**src/rtl/alu_exec_unit.sv**
```systemverilog
// Execute-stage arithmetic block for the single-cycle MIPS datapath.
// Decodes ALU control from the main-control opcode and funct field, performs
// the selected operation into registered result/zero/overflow flags, and
// computes the sequential (pc + 4) and branch-target addresses.

package alu_exec_pkg;

    // Main-control ALU opcode as produced by the instruction decoder.
    typedef enum logic [1:0] {
        OP_MEM   = 2'b00,   // lw/sw address add
        OP_BRANCH = 2'b01,  // beq compare via subtract
        OP_RTYPE = 2'b10,   // operation selected by funct
        OP_IMM_OR = 2'b11   // ori-class immediates
    } alu_op_e;

    // Decoded ALU control code driving the datapath.
    typedef enum logic [3:0] {
        CTRL_AND = 4'b0000,
        CTRL_OR  = 4'b0001,
        CTRL_ADD = 4'b0010,
        CTRL_SUB = 4'b0110,
        CTRL_SLT = 4'b0111,
        CTRL_NOR = 4'b1100,
        CTRL_INV = 4'b1111
    } alu_ctrl_e;

    // R-type funct encodings recognised by the decoder.
    localparam logic [5:0] FUNCT_ADD = 6'b100000;
    localparam logic [5:0] FUNCT_SUB = 6'b100010;
    localparam logic [5:0] FUNCT_AND = 6'b100100;
    localparam logic [5:0] FUNCT_OR  = 6'b100101;
    localparam logic [5:0] FUNCT_SLT = 6'b101010;
    localparam logic [5:0] FUNCT_NOR = 6'b100111;

endpackage

module alu_exec_unit
    import alu_exec_pkg::*;
#(
    parameter int WIDTH = 32
) (
    input  logic             clk,
    input  logic             rst,
    input  logic [1:0]       alu_op,
    input  logic [5:0]       funct,
    input  logic [WIDTH-1:0] a,
    input  logic [WIDTH-1:0] b,
    input  logic [WIDTH-1:0] pc,
    input  logic [WIDTH-1:0] imm_ext,
    output logic [3:0]       alu_ctrl,
    output logic [WIDTH-1:0] alu_result,
    output logic             zero,
    output logic             overflow,
    output logic [WIDTH-1:0] pc_plus4,
    output logic [WIDTH-1:0] branch_target
);

    alu_ctrl_e        ctrl_c;
    logic [WIDTH-1:0] sum_c;
    logic [WIDTH-1:0] diff_c;
    logic             add_ovf_c;
    logic             sub_ovf_c;
    logic             slt_c;
    logic [WIDTH-1:0] next_result;
    logic             next_overflow;

    // Decode the main-control opcode and funct field into an ALU control code.
    always_comb begin
        // NOTE: every combinational output gets a default first so no path
        // through the case statements can leave it unassigned (latch).
        ctrl_c = CTRL_INV;
        unique case (alu_op_e'(alu_op))
            OP_MEM:    ctrl_c = CTRL_ADD;
            OP_BRANCH: ctrl_c = CTRL_SUB;
            OP_IMM_OR: ctrl_c = CTRL_OR;
            OP_RTYPE: begin
                case (funct)
                    FUNCT_ADD: ctrl_c = CTRL_ADD;
                    FUNCT_SUB: ctrl_c = CTRL_SUB;
                    FUNCT_AND: ctrl_c = CTRL_AND;
                    FUNCT_OR:  ctrl_c = CTRL_OR;
                    FUNCT_SLT: ctrl_c = CTRL_SLT;
                    FUNCT_NOR: ctrl_c = CTRL_NOR;
                    default:   ctrl_c = CTRL_INV;
                endcase
            end
            default: ctrl_c = CTRL_INV;
        endcase
    end

    assign alu_ctrl = ctrl_c;

    // Adder/subtractor and signed compare shared by the result mux.
    always_comb begin
        sum_c  = a + b;
        diff_c = a - b;
        // Overflow when like-signed operands yield an opposite-signed sum.
        add_ovf_c = (a[WIDTH-1] == b[WIDTH-1]) && (sum_c[WIDTH-1] != a[WIDTH-1]);
        // Subtract overflows when operand signs differ and the sign of a flips.
        sub_ovf_c = (a[WIDTH-1] != b[WIDTH-1]) && (diff_c[WIDTH-1] != a[WIDTH-1]);
        // True signed compare, independent of the subtract's overflow.
        slt_c = $signed(a) < $signed(b);
    end

    // Select the operation result and its overflow flag for the next edge.
    always_comb begin
        next_result   = '0;
        next_overflow = 1'b0;
        case (ctrl_c)
            CTRL_AND: next_result = a & b;
            CTRL_OR:  next_result = a | b;
            CTRL_ADD: begin
                next_result   = sum_c;
                next_overflow = add_ovf_c;
            end
            CTRL_SUB: begin
                next_result   = diff_c;
                next_overflow = sub_ovf_c;
            end
            CTRL_SLT: next_result = {{(WIDTH-1){1'b0}}, slt_c};
            CTRL_NOR: next_result = ~(a | b);
            default: begin
                next_result   = '0;
                next_overflow = 1'b0;
            end
        endcase
    end

    // Capture result and flags each cycle; reset forces the idle values.
    always_ff @(posedge clk or negedge rst) begin
        if (!rst) begin
            // NOTE: non-blocking assignments in clocked blocks so every
            // register samples pre-edge values regardless of statement order.
            alu_result <= '0;
            zero       <= 1'b1;
            overflow   <= 1'b0;
        end else begin
            alu_result <= next_result;
            zero       <= (next_result == '0);
            overflow   <= next_overflow;
        end
    end

    // Sequential and branch-target addresses; both wrap with no carry out.
    assign pc_plus4      = pc + WIDTH'(4);
    assign branch_target = pc_plus4 + (imm_ext << 2);

endmodule

```
**config.mk**
```make
export PLATFORM = sky130hd
export DESIGN_NAME = alu_exec_unit
export DESIGN_NICKNAME = d
export VERILOG_FILES = /design/src/rtl/alu_exec_unit.sv
export SDC_FILE = /design/constraint.sdc
export NUM_CORES = 1
export LEC_CHECK = 0
export BUFFER_PORTS_ARGS = -buffer_cell sky130_fd_sc_hd__clkbuf_2
export CAP_MARGIN = 20
export CORE_AREA = 2 2 134 136
export DETAILED_ROUTE_END_ITERATION = 7
export DIE_AREA = 0 0 136 138
export GPL_ROUTABILITY_DRIVEN = 0
export PLACE_DENSITY = 0.76
export SLEW_MARGIN = 20
export SYNTH_ARGS = -nofsm -noshare
export SYNTH_HDL_FRONTEND = slang
export SYNTH_SLANG_ARGS = --single-unit
```
**constraint.sdc**
```tcl
create_clock -name clk -period 5 [get_ports clk]
set_input_delay 0.25 -clock clk [delete_from_list [all_inputs] [get_ports clk]]
set_output_delay 0.25 -clock clk [all_outputs]
set_load 0.02 [all_outputs]
```
==> results.toml <==
[cells_and_area]
drive_above_1_share = 0.225
regArea_um2 = 852
fin_nets = 1605
diodes = 0
multi_input_area_um2 = 7060
nFillCells = 1683
final_util = 0.571
area_delta_synth_final_pct = 17.7

[logic_synthesis]
synth-main-ff-cell = "dfrtp_1"
synth_edf_count = 0
yosys.area.top_type = "ha_1"
synthArstFlopShare = 1.00
synth_area_um2 = 8500
ys_top_cells_by_area = "ha_1 20%, dfrtp_1 9.7%, nor2_1 5.0%"
syn_avg_cell_area_um2 = 7.55
synth-seq-area-share = 0.100
yosys_warnings = 0
ys_ff_latch = 34
synthMostInstantiatedCell = "ha_1"
yosys.area.top_type_share = 0.202
synthCells = 1126
yosysUniqueCellTypes = 99
syn_nets = 1404
synth_commonest_cells = "137 x ha_1, 114 x nor2_1, 104 x inv_1"

[global_route]
grt_pass1_vias = 8885
grt_use_total = 0.274
antenna_found_initial = 0
grt_pass1_wl_um = 42700
grt_start_max_net_pins = 35
overflow = 0

[setup_path]
cp_cell_sequence = "clkbuf_2 > ha_1 > and3_1 > and2_1 > nand2_1 > xnor2_1 > ha_1 > a21o_1 > a21o_1 > a21o_1 > a21o_1 > o41ai_2 > o21ai_1 > o21a_1 > or4_1 > a31o_2 > a21oi_1 > xnor2_1 > clkbuf_2"
worstPathMaxFanout = 5
crit_type = "primary input to output port"
critPathSlowestCell = "or4_1"
cp-end-kind = "output port"
start_kind = "primary input"
required_ns = 4.75
crit_path_max_incr_delay_ns = 0.43
cp.arrival_ns = 4.36
path_common_cell = "a21o_1"

[clock_network]
h-tree-depth = 2
path_clk_slew_ns = 0.05
root_buffer = "clkbuf_16"
clock-sinks = 34
cts_buffer_depth = 2
post_cts_buffers = 0
cts.repair.resized = 0
ctsHoldBuffers = 0
cts_tree = "done"
cts_made_buffers = 5

[drt]
route.met2.wl_um = 12300
vias = 9485
ant_nets = 0
routedWlPerCell_um = 17.0
first_iter_violations = 825
viasPerCell = 6.09
drt-pass1-iter-count = 6
wirelength_um = 26500
drc = 0
wl_met3_um = 2720
top_layer_used = "met4"
wl_met1_um = 10800

[pwr]
power_leakage_uw = 0.00501
vdd_drop_max_uv = 168
power_density_nw_per_um2 = 197

[floorplanning]
dieArea_um2 = 18800
die_h_um = 138
die-width_um = 136
io_pins = 240
start_util = 0.485
rows = 49
core_um2 = 17500

[place]
dp_hpwl_um = 21400
io_buffers = 231

[sta]
fin_crit_ns = 4.61
timing.fmax_ghz = 0.217
grt_setup_unrepaired = "no"
setup_viol = 0
period_share = 0.921
finalMaxSlewViolations = 0
hold_viol_final = 0
tns_ns = 0
hold_ws_ns = 0.0507
slew_headroom = 0.305
tightestPinTransition_ns = 1.04

[outcome]
status = "complete, no violations"

[worst_hold_path]
hp-class = "primary input to async pin"

[job]
cap_violations = 0
-- kinds of logic (layout without fill, tap and decap cells) --
kind of cell             count (synthesis)  count (layout)  synth area share
multiplexers                             6               6           0.00765
flip-flops                              34              34             0.100
XOR/XNOR                                63              63            0.0649
AND/OR/NAND/NOR                        342             342             0.204
AO/OA/AOI/OAI                          390             390             0.343
adder cells (fa/ha/maj)                140             140             0.209
buffers and inverters                  151             353            0.0717
-- where the power goes --
part	leakage, uW	internal (uW)	total, uW	switching [uW]
combinational	0.00451	458	1230	769
clock	0.0000940	286	410	124
sequential	0.000402	319	340	20.8
total	0.00501	1060	1980	913
-- per-layer routing --
| metal | vias to the layer above | GRT usage |
|---|---|---|
| met3 | 74 | 0.0543 |
| met4 | 0 | 0.0751 |
| met1 | 4364 | 0.347 |
| met2 | 489 | 0.469 |
| li1 | 4558 | - |
| met5 | - | 0 |
-- state kept, by name, summed over array words and instances (netlist names) --
| name | cells |
|---|---|
| alu_result | 32 |
| overflow | 1 |
| zero | 1 |
-- per-stage QoR --
step                      setup slack, ns  total power [uW]  std cells  cell area (um2)
after floorplan                     0.594              1180       1126             8500
after global placement              0.460              1530       1549             9820
after detailed placement            0.405              1550       1549             9820
after CTS                           0.382              1960       1557            10000
after global routing               0.0981              2100       1557            10000
final                               0.394              1980       1557            10000
-- final timing paths --
check,endpoint,slack [ns],start
max in group asynchronous,alu_result[17],4.42,rst
worst max-delay path,branch_target[24],0.39,pc[2]
worst min-delay path,alu_result[23],0.05,rst
min in group clk,overflow,0.28,a[31]
-- final cells by class --
type,count,share of cell area
clock buffers,5,0.0125
clock inverters,3,0.00688
multi-input cells,941,0.705
repair buffers,240,0.122
flip-flops and latches,34,0.0851
well taps,229,0.0286
inverters,105,0.0394
-- cell usage in the layout (no fill, tap or decap), types with 19 or more instances in the layout --
cell type,Yosys,final
a21o_1,40,40
clkbuf_2,0,231
dfrtp_1,33,33
a21oi_1,77,77
inv_1,104,104
nor2_1,114,114
a221oi_1,20,20
nor2b_1,21,21
nand3_1,25,25
nor3_1,21,19
o21ai_0,51,51
ha_1,137,137
nand2_1,61,61
xnor2_1,44,44
xor2_1,19,19
-- critical path: cells and delay by family --
family                     cells  cell delay, ns
and+or+nand+nor                4            0.92
AOI/OAI and AO/OA              9            2.04
buffers and inverters          2            0.28
xor gates and xnor gates       2            0.33
adders and majority gates      2            0.53
Power figures use the tool's default switching activity.
